==> src/rtl/trap_ctrl_pkg.sv <==
// Shared CSR definitions for the trap controller: CSR addresses, mstatus bit
// positions and FSM state encodings.
package trap_ctrl_pkg;

    localparam logic [11:0] CSR_MSTATUS = 12'h300;
    localparam logic [11:0] CSR_MEPC    = 12'h341;
    localparam logic [11:0] CSR_MCAUSE  = 12'h342;

    localparam int MSTATUS_MIE    = 3;
    localparam int MSTATUS_MPIE   = 7;
    localparam int MSTATUS_MPP_LO = 11;
    localparam int MSTATUS_MPP_HI = 12;

    typedef enum logic [1:0] {
        ST_IDLE     = 2'd0,
        ST_REDIRECT = 2'd1,
        ST_DRAIN    = 2'd2
    } state_e;

    // MPP is hard-wired to machine mode; only MIE and MPIE are stored.
    function automatic logic [31:0] pack_mstatus(input logic mie, input logic mpie);
        logic [31:0] v;
        v = 32'h0;
        v[MSTATUS_MPP_HI:MSTATUS_MPP_LO] = 2'b11;
        v[MSTATUS_MIE]  = mie;
        v[MSTATUS_MPIE] = mpie;
        return v;
    endfunction

endpackage

==> src/rtl/trap_csr_regs.sv <==
// Machine trap CSRs (mepc/mcause/mstatus). Trap commit beats MRET, and both
// beat a software CSR write in the same cycle.
module trap_csr_regs
    import trap_ctrl_pkg::*;
(
    input  logic        clk_i,
    input  logic        rst_i,
    input  logic        trap_take_i,
    input  logic        mret_take_i,
    input  logic [31:0] trap_pc_i,
    input  logic [31:0] trap_code_i,
    input  logic        csr_w_en_i,
    input  logic [11:0] csr_w_addr_i,
    input  logic [31:0] csr_w_data_i,
    output logic [31:0] mepc_o,
    output logic [31:0] mcause_o,
    output logic [31:0] mstatus_o
);

    logic [31:0] mepc_q, mepc_d;
    logic [31:0] mcause_q, mcause_d;
    logic        mie_q, mie_d;
    logic        mpie_q, mpie_d;

    always_comb begin
        mepc_d   = mepc_q;
        mcause_d = mcause_q;
        mie_d    = mie_q;
        mpie_d   = mpie_q;
        if (trap_take_i) begin
            mepc_d   = trap_pc_i & ~32'h3;
            mcause_d = trap_code_i;
            mpie_d   = mie_q;
            mie_d    = 1'b0;
        end else if (mret_take_i) begin
            mie_d  = mpie_q;
            mpie_d = 1'b1;
        end else if (csr_w_en_i) begin
            case (csr_w_addr_i)
                CSR_MSTATUS: begin
                    mie_d  = csr_w_data_i[MSTATUS_MIE];
                    mpie_d = csr_w_data_i[MSTATUS_MPIE];
                end
                CSR_MEPC:   mepc_d   = csr_w_data_i & ~32'h3;
                CSR_MCAUSE: mcause_d = csr_w_data_i;
                default: ;
            endcase
        end
    end

    always_ff @(posedge clk_i) begin
        if (rst_i) begin
            mepc_q   <= 32'h0;
            mcause_q <= 32'h0;
            mie_q    <= 1'b0;
            mpie_q   <= 1'b0;
        end else begin
            mepc_q   <= mepc_d;
            mcause_q <= mcause_d;
            mie_q    <= mie_d;
            mpie_q   <= mpie_d;
        end
    end

    assign mepc_o    = mepc_q;
    assign mcause_o  = mcause_q;
    assign mstatus_o = pack_mstatus(mie_q, mpie_q);

endmodule

==> src/rtl/trap_ctrl.sv <==
// Trap/MRET commit controller: redirects fetch, flushes the pipeline and then
// ignores further traps until DRAIN_CYCLES unstalled cycles have elapsed.
module trap_ctrl
    import trap_ctrl_pkg::*;
#(
    parameter int unsigned DRAIN_CYCLES = 2
) (
    input  logic        CLK,
    input  logic        RST,
    input  logic        MEM_WAIT,
    input  logic        TRAP_EN,
    input  logic [31:0] TRAP_PC,
    input  logic [31:0] TRAP_CODE,
    input  logic [31:0] TRAP_JMP_TO,
    input  logic        MRET_EN,
    input  logic        CSR_W_EN,
    input  logic [11:0] CSR_W_ADDR,
    input  logic [31:0] CSR_W_DATA,
    output logic        FLUSH,
    output logic        JMP_DO,
    output logic [31:0] JMP_PC,
    output logic [31:0] MEPC,
    output logic [31:0] MCAUSE,
    output logic [31:0] MSTATUS,
    output logic        INT_ALLOW,
    output logic        BUSY
);

    localparam logic [3:0] DRAIN_INIT = 4'(DRAIN_CYCLES);

    state_e      state_q, state_d;
    logic [3:0]  cnt_q, cnt_d;
    logic [31:0] jmp_pc_q, jmp_pc_d;
    logic        trap_take, mret_take;

    always_comb begin
        state_d   = state_q;
        cnt_d     = cnt_q;
        jmp_pc_d  = jmp_pc_q;
        trap_take = 1'b0;
        mret_take = 1'b0;
        case (state_q)
            ST_IDLE: begin
                if (!MEM_WAIT) begin
                    if (TRAP_EN) begin
                        trap_take = 1'b1;
                        jmp_pc_d  = TRAP_JMP_TO;
                        state_d   = ST_REDIRECT;
                    end else if (MRET_EN) begin
                        mret_take = 1'b1;
                        jmp_pc_d  = MEPC;
                        state_d   = ST_REDIRECT;
                    end
                end
            end
            ST_REDIRECT: begin
                state_d = ST_DRAIN;
                cnt_d   = DRAIN_INIT;
            end
            ST_DRAIN: begin
                // The last unstalled drain cycle hands straight back to IDLE.
                if (!MEM_WAIT) begin
                    if (cnt_q <= 4'd1) begin
                        cnt_d   = 4'd0;
                        state_d = ST_IDLE;
                    end else begin
                        cnt_d = cnt_q - 4'd1;
                    end
                end
            end
            default: begin
                state_d = ST_IDLE;
                cnt_d   = 4'd0;
            end
        endcase
    end

    always_ff @(posedge CLK) begin
        if (RST) begin
            state_q  <= ST_IDLE;
            cnt_q    <= 4'd0;
            jmp_pc_q <= 32'h0;
        end else begin
            state_q  <= state_d;
            cnt_q    <= cnt_d;
            jmp_pc_q <= jmp_pc_d;
        end
    end

    trap_csr_regs u_csr (
        .clk_i        (CLK),
        .rst_i        (RST),
        .trap_take_i  (trap_take),
        .mret_take_i  (mret_take),
        .trap_pc_i    (TRAP_PC),
        .trap_code_i  (TRAP_CODE),
        .csr_w_en_i   (CSR_W_EN),
        .csr_w_addr_i (CSR_W_ADDR),
        .csr_w_data_i (CSR_W_DATA),
        .mepc_o       (MEPC),
        .mcause_o     (MCAUSE),
        .mstatus_o    (MSTATUS)
    );

    assign FLUSH     = (state_q == ST_REDIRECT);
    assign JMP_DO    = (state_q == ST_REDIRECT);
    assign JMP_PC    = jmp_pc_q;
    assign BUSY      = (state_q != ST_IDLE);
    assign INT_ALLOW = MSTATUS[MSTATUS_MIE] && (state_q == ST_IDLE);

endmodule

==> config.mk <==
export PLATFORM = sky130hd
export DESIGN_NAME = trap_ctrl
export DESIGN_NICKNAME = d
export VERILOG_FILES = /design/src/rtl/trap_ctrl_pkg.sv /design/src/rtl/trap_csr_regs.sv /design/src/rtl/trap_ctrl.sv
export SDC_FILE = /design/constraint.sdc
export NUM_CORES = 1
export LEC_CHECK = 0
export CORE_AREA = 3 3 126 128
export DETAILED_ROUTE_END_ITERATION = 12
export DIE_AREA = 0 0 129 131
export PLACE_DENSITY = 0.9
export SLEW_MARGIN = 5
export SYNTH_ARGS = -nofsm -noshare
export SYNTH_HDL_FRONTEND = slang
export SYNTH_HIERARCHICAL = 1
export SYNTH_SLANG_ARGS = --single-unit
==> constraint.sdc <==
create_clock -name CLK -period 3.95 [get_ports CLK]
set_input_delay 0.79 -clock CLK [delete_from_list [all_inputs] [get_ports CLK]]
set_output_delay 0.79 -clock CLK [all_outputs]
set_load 0.02 [all_outputs]
==> results of run 1 <==
## cell families (layout without fill, tap and decap cells)
group | Yosys count | count (layout) | synth area share (%)
compound gates | 240 | 240 | 37.1
fa+ha+maj | 5 | 5 | 0.887
buf+inv | 206 | 346 | 14.5
flops | 102 | 102 | 29.0
mux | 32 | 32 | 4.54
other cells | 2 | 32 | 0.107
simple gates | 126 | 126 | 13.9
## worst max-delay path, stage by stage
cell	delay [ns]
clkdlybuf4s50_1	0.65
nor4b_2	0.11
and3b_1	0.90
a41oi_1	0.39
a221oi_1	0.37
## worst min path at each step
stage | from | endpoint | slack (ns)
floorplan | u_csr/mie_q | u_csr/mie_q | 0.45
global placement | u_csr/mcause_o[18] | u_csr/mcause_o[18] | 0.46
detailed placement | u_csr/mcause_o[16] | u_csr/mcause_o[16] | 0.47
CTS | u_csr/mcause_o[16] | u_csr/mcause_o[16] | 0.48
global route | u_csr/mcause_o[0] | u_csr/mcause_o[0] | 0.49
finish | u_csr/mcause_o[3] | u_csr/mcause_o[3] | 0.47
## registers in the layout (all words and copies together), names as in the netlist
register / cells
JMP_PC: 32
u_csr/mie_q: 1
u_csr/mpie_q: 1
u_csr/mcause_o: 32
u_csr/mepc_o: 30
state_q: 2
cnt_q: 4
## cell type report
cell class,count,share of cell area [%]
clock buffers,10,2.50
well taps,188,2.46
clock inverters,6,0.719
multi-input cells,435,43.3
repair buffers,261,26.9
inverters,69,2.71
flip-flops and latches,102,21.3
## power groups by stage
stage	Clock [mW]	Sequential, mW	Combinational, mW
6_report	0.933	1.28	1.43
5_1_grt	0.985	1.30	1.53
4_1_cts	0.952	1.28	1.43
3_5_place_dp	0	1.31	1.42
3_3_place_gp	0	1.30	1.39
2_1_floorplan	0	1.45	0.718
## synth_stat cells (all sizes together), types with 2 or more instances
cell type / instances / area, µm²
a211oi: 34 / 395
a21o: 3 / 22.5
a21oi: 6 / 30.0
a221oi: 63 / 552
a41oi: 64 / 561
and4b: 32 / 320
buf: 76 / 533
clkbuf: 61 / 230
conb: 2 / 7.51
dfxtp: 102 / 2040
ha: 5 / 62.6
inv: 69 / 259
mux2i: 32 / 320
nand2: 3 / 11.3
nand3b: 3 / 22.5
nor2: 36 / 135
nor3b: 4 / 35.0
nor4bb: 31 / 310
o21ai: 2 / 10.0
o41ai: 64 / 1010
or2: 2 / 12.5
or3: 2 / 12.5
or3b: 2 / 17.5
or4: 2 / 15.0
## routing by layer
layer  vias to the layer above  track usage [%]  part of all wire (%)
met3                        40             4.23                   6.9
met4                         2             8.89                   2.4
met1                      3235             34.9                    44
met2                       357             40.5                    47
met5                         -                0                 0.031
li1                       3115                -                     -
## stage by stage
stage | hold WS (ns) | instance area [µm²] | power (mW) | setup slack (ns) | util, %
final | 0.474 | 9570 | 3.65 | 0.978 | 63.9
after global placement | 0.459 | 9270 | 2.69 | 0.704 | 61.9
after CTS | 0.476 | 9570 | 3.66 | 1.00 | 63.9
after detailed placement | 0.466 | 9270 | 2.72 | 0.660 | 61.9
after floorplan | 0.446 | 7160 | 2.17 | 1.35 | -
after global routing | 0.492 | 9570 | 3.81 | 0.852 | 63.9
==> impl_metrics.yaml, run 1 <==
run_status:
  status: "finished clean"
floorplan:
  initial_core_util_pct: 47.1
  core_um2: 15000
  io_pins: 278
  dieArea_um2: 16900
  fp.dieW_um: 129
  rows: 45
  die_height_um: 131
clock_tree:
  cts_buffers: 9
  cts_buffer_depth: 2
  clkTransAtPathRegs_ns: 0.07
  clkSinkCount: 102
  cts_tree: "built"
  cts_resized: 0
  cts_setup_buffers: 0
  clk_latency_ns: 0.34
  htree_levels: 3
  cts_hold_buf: 0
  cts_root_buffer: "clkbuf_16"
yosys:
  ys.flop_type: "dfxtp_1"
  synth_edf_count: 0
  async_reset_ff_share_pct: 0
  ys_warn_count: 6
  ys_types: 46
  ys_ff_latch: 102
  syn_area_um2: 7050
  syn_inst: 713
  ys_seq_area_share_pct: 29.0
  postSynthAreaPerCell_um2: 9.89
power_and_ir_drop:
  irDropWorstVdd_uv: 255
  swShare_pct: 35.3
  pwr-share-comb_pct: 39.2
  internal-power_mw: 2.36
  p_seq_share_pct: 35.2
  power_density_nw_per_um2: 381
  switchingPower_mw: 1.29
  clock_power_share_pct: 25.6
  power.leakage_nw: 3.40
layout:
  nFillCells: 1170
  stdcell_count: 1071
  drive_gt1_share_pct: 15.6
  areaGrowthSynthToFinish_pct: 35.8
  num_antenna_cells: 0
  final_cell_mix: "clkdlybuf4s50_1 (240), dfxtp_1 (102), inv_1 (68)"
  final_common_cell: "clkdlybuf4s50_1"
  multiInputGateArea_um2: 4150
  register_area_um2: 2040
  fin_nets: 1029
worst_setup_path:
  critPathMaxFanout: 30
  critPathKind: "input pin to flip-flop"
  rr_endpoint: "u_csr/mcause_o[17]"
  crit_end: "u_csr/mepc_o[19]"
  cp-start-kind: "input pin"
  critPathCaptureType: "flip-flop"
  critPathArrivalTime_ns: 3.22
  setup.worst_path.start: "MEM_WAIT"
  reg2reg_depth: 9
  rrSetupSlack_ns: 1.22
  cp.required_ns: 4.19
  r2r_start: "state_q[1]"
sta:
  clock.fmax_mhz: 336
  slew_headroom_pct: 27.0
  drv_slew: 0
  tightest_slew_ns: 1.09
  setup_viol: 0
  fin_skew_ns: 0.00688
  finalCritPeriodShare_pct: 75.3
  min_period_ns: 2.97
  setup_tns_ns: 0
  hold_viol: 0
  rsz0062_at_grt: "false"
hold_path:
  hp-class: "flip-flop to flip-flop"
  hold_depth: 2
placed_design:
  dp_hpwl_um: 15700
  gp_congestion: 0.832
  dp.cells: 1055
  io_buffers: 243
route:
  drt_iter0_markers: 634
  drc: 0
  drtAntennaViolNets: 0
  wl_per_cell_um: 21.2
  routed_wl_um: 22800
  drtPass1Iterations: 5
  vias_per_cell: 6.30
  num_vias: 6749
global_routing:
  antenna_found_initial: 1
  grt_overflow: 0
  grt_use_total_pct: 25.4
  grt_pass1_vias: 6237
  grt_pass1_wl_um: 34500
  grt_max_degree: 115
run:
  maxCapViolCount: 0
(Power assumes the default switching activity.)
==> run 2: changes to the inputs <==
Settings changed: CORE_AREA 3 3 126 128 to 3 3 130 132, DIE_AREA 0 0 129 131 to 0 0 133 135, PLACE_DENSITY 0.9 to 0.85.
Clock period 3.95 ns to 2.9 ns, I/O delays scaled along.
==> run 2 against run 1 <==
Net effect:
- first-iteration DRC count shrank 5.4%
- critical path depth up 4
- register-to-register slack worse by 0.73 ns
- hold slack better by 0.0031 ns
- count of clock-buffer cells in the layout is the same
- clock power increased by 46%
- cell count up 3.9%
- critical endpoint unchanged
- largest cell class unchanged
==> impl_metrics.yaml, run 2 (synthesis results as in run 1) <==
worst_setup_path:
  critPathCaptureType: "flip-flop"
  worstPathCellList: "inv_1, ha_1, inv_2, nor4b_2, buf_4, and3b_1, buf_4, a41oi_1, a221oi_1"
  critPathMaxFanout: 24
  critPathArrivalTime_ns: 2.61
  cp_slowest_stage_delay_ns: 0.34
  cp-start-kind: "flip-flop"
  cp.required_ns: 3.10
  critPathKind: "flip-flop to flip-flop"
  crit_slowest_cell: "a41oi_1"
  crit_top_cell: "buf_4"
route:
  drc: 0
  drtPass1Iterations: 5
  routed_wl_um: 23200
  vias_per_cell: 6.09
  wl_per_cell_um: 20.8
  num_vias: 6778
  drtAntennaViolNets: 0
  drt_iter0_markers: 600
global_routing:
  grt_use_total_pct: 24.6
  grt_max_degree: 65
  grt_overflow: 0
  grt_pass1_wl_um: 36100
  antenna_found_initial: 0
  grt_pass1_vias: 6504
layout:
  final_common_cell: "clkdlybuf4s50_1"
  final_cell_mix: "clkdlybuf4s50_1 (240), dfxtp_1 (102), inv_1 (68)"
  areaGrowthSynthToFinish_pct: 39.5
  nFillCells: 1298
  drive_gt1_share_pct: 16.9
  multiInputGateArea_um2: 4150
  fin_nets: 1042
  register_area_um2: 2040
floorplan:
  die_height_um: 135
  dieArea_um2: 18000
  rows: 46
  initial_core_util_pct: 44.5
  core_um2: 15800
  io_pins: 278
  fp.dieW_um: 133
sta:
  clock.fmax_mhz: 415
  rsz0062_at_grt: "false"
  finalCritPeriodShare_pct: 83.0
  setup_viol: 0
  tightest_slew_ns: 0.774
  min_period_ns: 2.41
  hold_viol: 0
  slew_headroom_pct: 47.7
  drv_slew: 0
  setup_slack_ns: 0.493
  fin_skew_ns: 0.00568
  setup_tns_ns: 0
power_and_ir_drop:
  power_density_nw_per_um2: 518
  p_seq_share_pct: 34.4
  clock_power_share_pct: 26.7
  pwr-share-comb_pct: 38.9
  swShare_pct: 34.5
  internal-power_mw: 3.34
  power.leakage_nw: 3.50
  power_mw: 5.10
  switchingPower_mw: 1.76
  irDropWorstVdd_uv: 270
placed_design:
  place_ws_ns: 0.266
  dp_hpwl_um: 16500
  io_buffers: 243
  gp_congestion: 0.810
run:
  maxCapViolCount: 0
clock_tree:
  clk_latency_ns: 0.35
  htree_levels: 3
  cts_resized: 0
  clkSinkCount: 102
  cts_root_buffer: "clkbuf_16"
  cts_buffer_depth: 2
  cts_buffers: 9
  cts_hold_buf: 0
  clkTransAtPathRegs_ns: 0.07
  cts_tree: "built"
  cts_setup_buffers: 0
run_status:
  status: "finished clean"
hold_path:
  hp-class: "flip-flop to flip-flop"
run 2: cell count changes in the layout (fill, tap and decap cells not counted):
cell        before  now
bufinv_16        1    2
clkinv_4         1    0
buf_4           17   22
buf_12           2   10
inv_6            2    0
clkinvlp_4       1    3
clkinv_2         1    0
inv_8            0    1
diode_2          0    1
run 2: final timing paths:
check / to / cells after the start / startpoint / slack [ns]
setup / recovery: u_csr/mepc_o[19] / 9 / state_q[0] / 0.49
hold / removal: u_csr/mcause_o[0] / 2 / u_csr/mcause_o[0] / 0.48
hold reg to reg: u_csr/mcause_o[0] / 2 / u_csr/mcause_o[0] / 0.48
setup reg to reg: u_csr/mepc_o[19] / 9 / state_q[0] / 0.49
run 2: worst max-delay path, delay by kind of cell, from the launching register on:
kind | cells | cell delay [ns]
simple gates | 2 | 0.52
flops | 1 | 0.33
compound gates | 2 | 0.47
buf+inv | 4 | 0.69
fa+ha+maj | 1 | 0.23
run 2: power groups by stage:
stage          combinational, mW  clock, mW  sequential, mW
2_1_floorplan              0.978          0            1.97
3_3_place_gp                1.93          0            1.77
3_5_place_dp                1.97          0            1.78
4_1_cts                     1.98       1.40            1.75
5_1_grt                     2.11       1.45            1.77
6_report                    1.98       1.36            1.75
run 2: metal layers:
layer / vias up / share of wire [%] / GRT usage (%)
met2: 328 / 47 / 38.5
li1: 3138 / - / -
met3: 35 / 6.9 / 4.17
met1: 3277 / 44 / 34.2
met5: - / 0 / 0
met4: 0 / 2.2 / 8.78
run 2: layout make-up:
class / count / share of cell area [%]
Clock buffer: 10 / 2.43
Tap cell: 216 / 2.75
Inverter: 69 / 2.63
Clock inverter: 6 / 0.954
Sequential cell: 102 / 20.8
Antenna cell: 1 / 0.0254
Timing Repair Buffer: 274 / 28.2
Multi-Input combinational cell: 435 / 42.2
run 2: through the flow:
step | hold slack [ns] | std cells | cell area [µm²] | util [%]
global placement | 0.459 | 1096 | 9500 | 60.0
finish | 0.477 | 1113 | 9830 | 62.1
CTS | 0.479 | 1112 | 9830 | 62.1
detailed placement | 0.468 | 1096 | 9500 | 60.0
global route | 0.500 | 1112 | 9830 | 62.1
floorplan | 0.446 | 743 | 7160 | -
==> run 3: changes to the inputs <==
Clock period 2.9 ns to 2.3 ns, I/O delays scaled along.
==> run 3 against run 2 <==
Net effect:
- sequential share of layout area is 0.53 points lower
- critical path type is now flip-flop to primary output
- setup slack lost 0.41 ns
- largest cell class unchanged
- clock power up 14%
- non-clock buffer count up 19
- routed wire length is 0.80% higher
==> impl_metrics.yaml, run 3 (synthesis results as in run 1) <==
worst_setup_path:
  rrSetupSlack_ns: 0.13
  cp.required_ns: 1.84
  reg2reg_depth: 9
  critPathCaptureType: "primary output"
  critPathKind: "flip-flop to primary output"
  cp-start-kind: "flip-flop"
  critPathMaxFanout: 4
  critPathArrivalTime_ns: 1.76
  r2r_start: "state_q[1]"
  rr_endpoint: "u_csr/mepc_o[11]"
route:
  drt_iter0_markers: 413
  routed_wl_um: 23400
  vias_per_cell: 6.05
  num_vias: 6835
  drtAntennaViolNets: 0
  drtPass1Iterations: 5
  wl_per_cell_um: 20.7
  drc: 0
sta:
  finalHoldWorstSlack_ns: 0.473
  drv_slew: 0
  setup_slack_ns: 0.0820
  min_period_ns: 2.22
  setup_viol: 0
  rsz0062_at_grt: "false"
  fin_skew_ns: 0.00970
  slew_headroom_pct: 49.1
  clock.fmax_mhz: 451
  hold_viol: 0
  tightest_slew_ns: 0.754
  finalCritPeriodShare_pct: 96.4
run_status:
  status: "finished clean"
clock_tree:
  htree_levels: 3
  cts_buffers: 9
  clkSinkCount: 102
  cts_tree: "built"
  cts_root_buffer: "clkbuf_16"
  cts_hold_buf: 0
  clk_latency_ns: 0.35
  cts_buffer_depth: 2
  clkTransAtPathRegs_ns: 0.07
hold_path:
  hold_depth: 2
  min_to: "u_csr/mcause_o[0]"
  hp-class: "flip-flop to flip-flop"
  hold_path.startpoint: "u_csr/mcause_o[0]"
global_routing:
  grt_max_degree: 65
  grt_use_total_pct: 25.0
  antenna_found_initial: 0
  grt_pass1_wl_um: 36500
  grt_overflow: 0
  grt_pass1_vias: 6641
placed_design:
  gp_congestion: 0.815
  place_ws_ns: -0.0676
  dp_hpwl_um: 17100
  io_buffers: 243
floorplan:
  initial_core_util_pct: 44.5
  rows: 46
  die_height_um: 135
  dieArea_um2: 18000
  core_um2: 15800
  io_pins: 278
  fp.dieW_um: 133
layout:
  areaGrowthSynthToFinish_pct: 43.1
  nFillCells: 1256
  num_antenna_cells: 0
  fin_util_pct: 63.7
  final_common_cell: "clkdlybuf4s50_1"
  drive_gt1_share_pct: 19.4
  fin_nets: 1061
  final_cell_mix: "clkdlybuf4s50_1 (240), dfxtp_1 (102), inv_1 (68)"
power_and_ir_drop:
  power.leakage_nw: 3.62
  irDropWorstVdd_uv: 351
  power_density_nw_per_um2: 628
  power_mw: 6.33
run:
  maxCapViolCount: 0
## run 3: cell count changes in the layout (fill, tap and decap cells not counted), moves of 2 or more
| cell | previous run | this run |
|---|---|---|
| buf_6 | 0 | 2 |
| clkinvlp_4 | 3 | 0 |
| clkinv_4 | 0 | 3 |
| buf_12 | 10 | 17 |
| a41oi_1 | 64 | 56 |
| a41oi_2 | 0 | 8 |
| buf_4 | 22 | 32 |
## run 3: layout make-up
type                       instances  area [µm²]  share of cell area (%)
multi-input combinational        435        4210                    41.8
timing repair buffer             293        3020                    29.9
sequential                       102        2040                    20.2
tap                              216         270                    2.68
inverter                          69         259                    2.57
clock buffer                      10         229                    2.27
clock inverter                     5        61.3                   0.608
## run 3: timing repair
item,4_1_cts,5_1_grt
setup buffers,0,1
endpoints found under the setup margin,0,62
gates resized for setup,0,11
## run 3: metal layers
metal / up-vias / track usage, % / wire length, µm
li1: 3172 / - / -
met1: 3321 / 33.3 / 9950
met2: 304 / 41.2 / 11400
met3: 38 / 3.99 / 1560
met4: 0 / 8.55 / 501
met5: - / 0 / 0
## run 3: worst max-delay path, stage by stage (launching register included)
cell	delay, ns
dfxtp_1	0.37
inv_1	0.08
ha_2	0.21
inv_2	0.11
clkdlybuf4s50_1	0.63
## run 3: how the worst max path moves through the flow
stage | to | slack (ns) | startpoint | cells past startpoint
floorplan | u_csr/mcause_o[10] | 0.03 | TRAP_EN | 8
global route | u_csr/mcause_o[21] | 0.0004 | state_q[1] | 9
global placement | u_csr/mcause_o[3] | -0.04 | MRET_EN | 7
CTS | BUSY | 0.03 | state_q[0] | 4
finish | BUSY | 0.08 | state_q[0] | 4
detailed placement | u_csr/mepc_o[6] | -0.07 | CSR_W_ADDR[3] | 5
## run 3: power by group
| group | total, mW | internal (mW) | switching [mW] |
|---|---|---|---|
| clock | 1.55 | 0.844 | 0.703 |
| sequential | 2.21 | 2.02 | 0.195 |
| combinational | 2.58 | 1.25 | 1.32 |
## run 3: through the flow
step / std cells / TNS, ns / area [µm²]
floorplan: 743 / 0 / 7160
global placement: 1114 / -0.225 / 9720
detailed placement: 1114 / -0.860 / 9720
CTS: 1129 / 0 / 10000
global route: 1130 / 0 / 10100
finish: 1130 / 0 / 10100
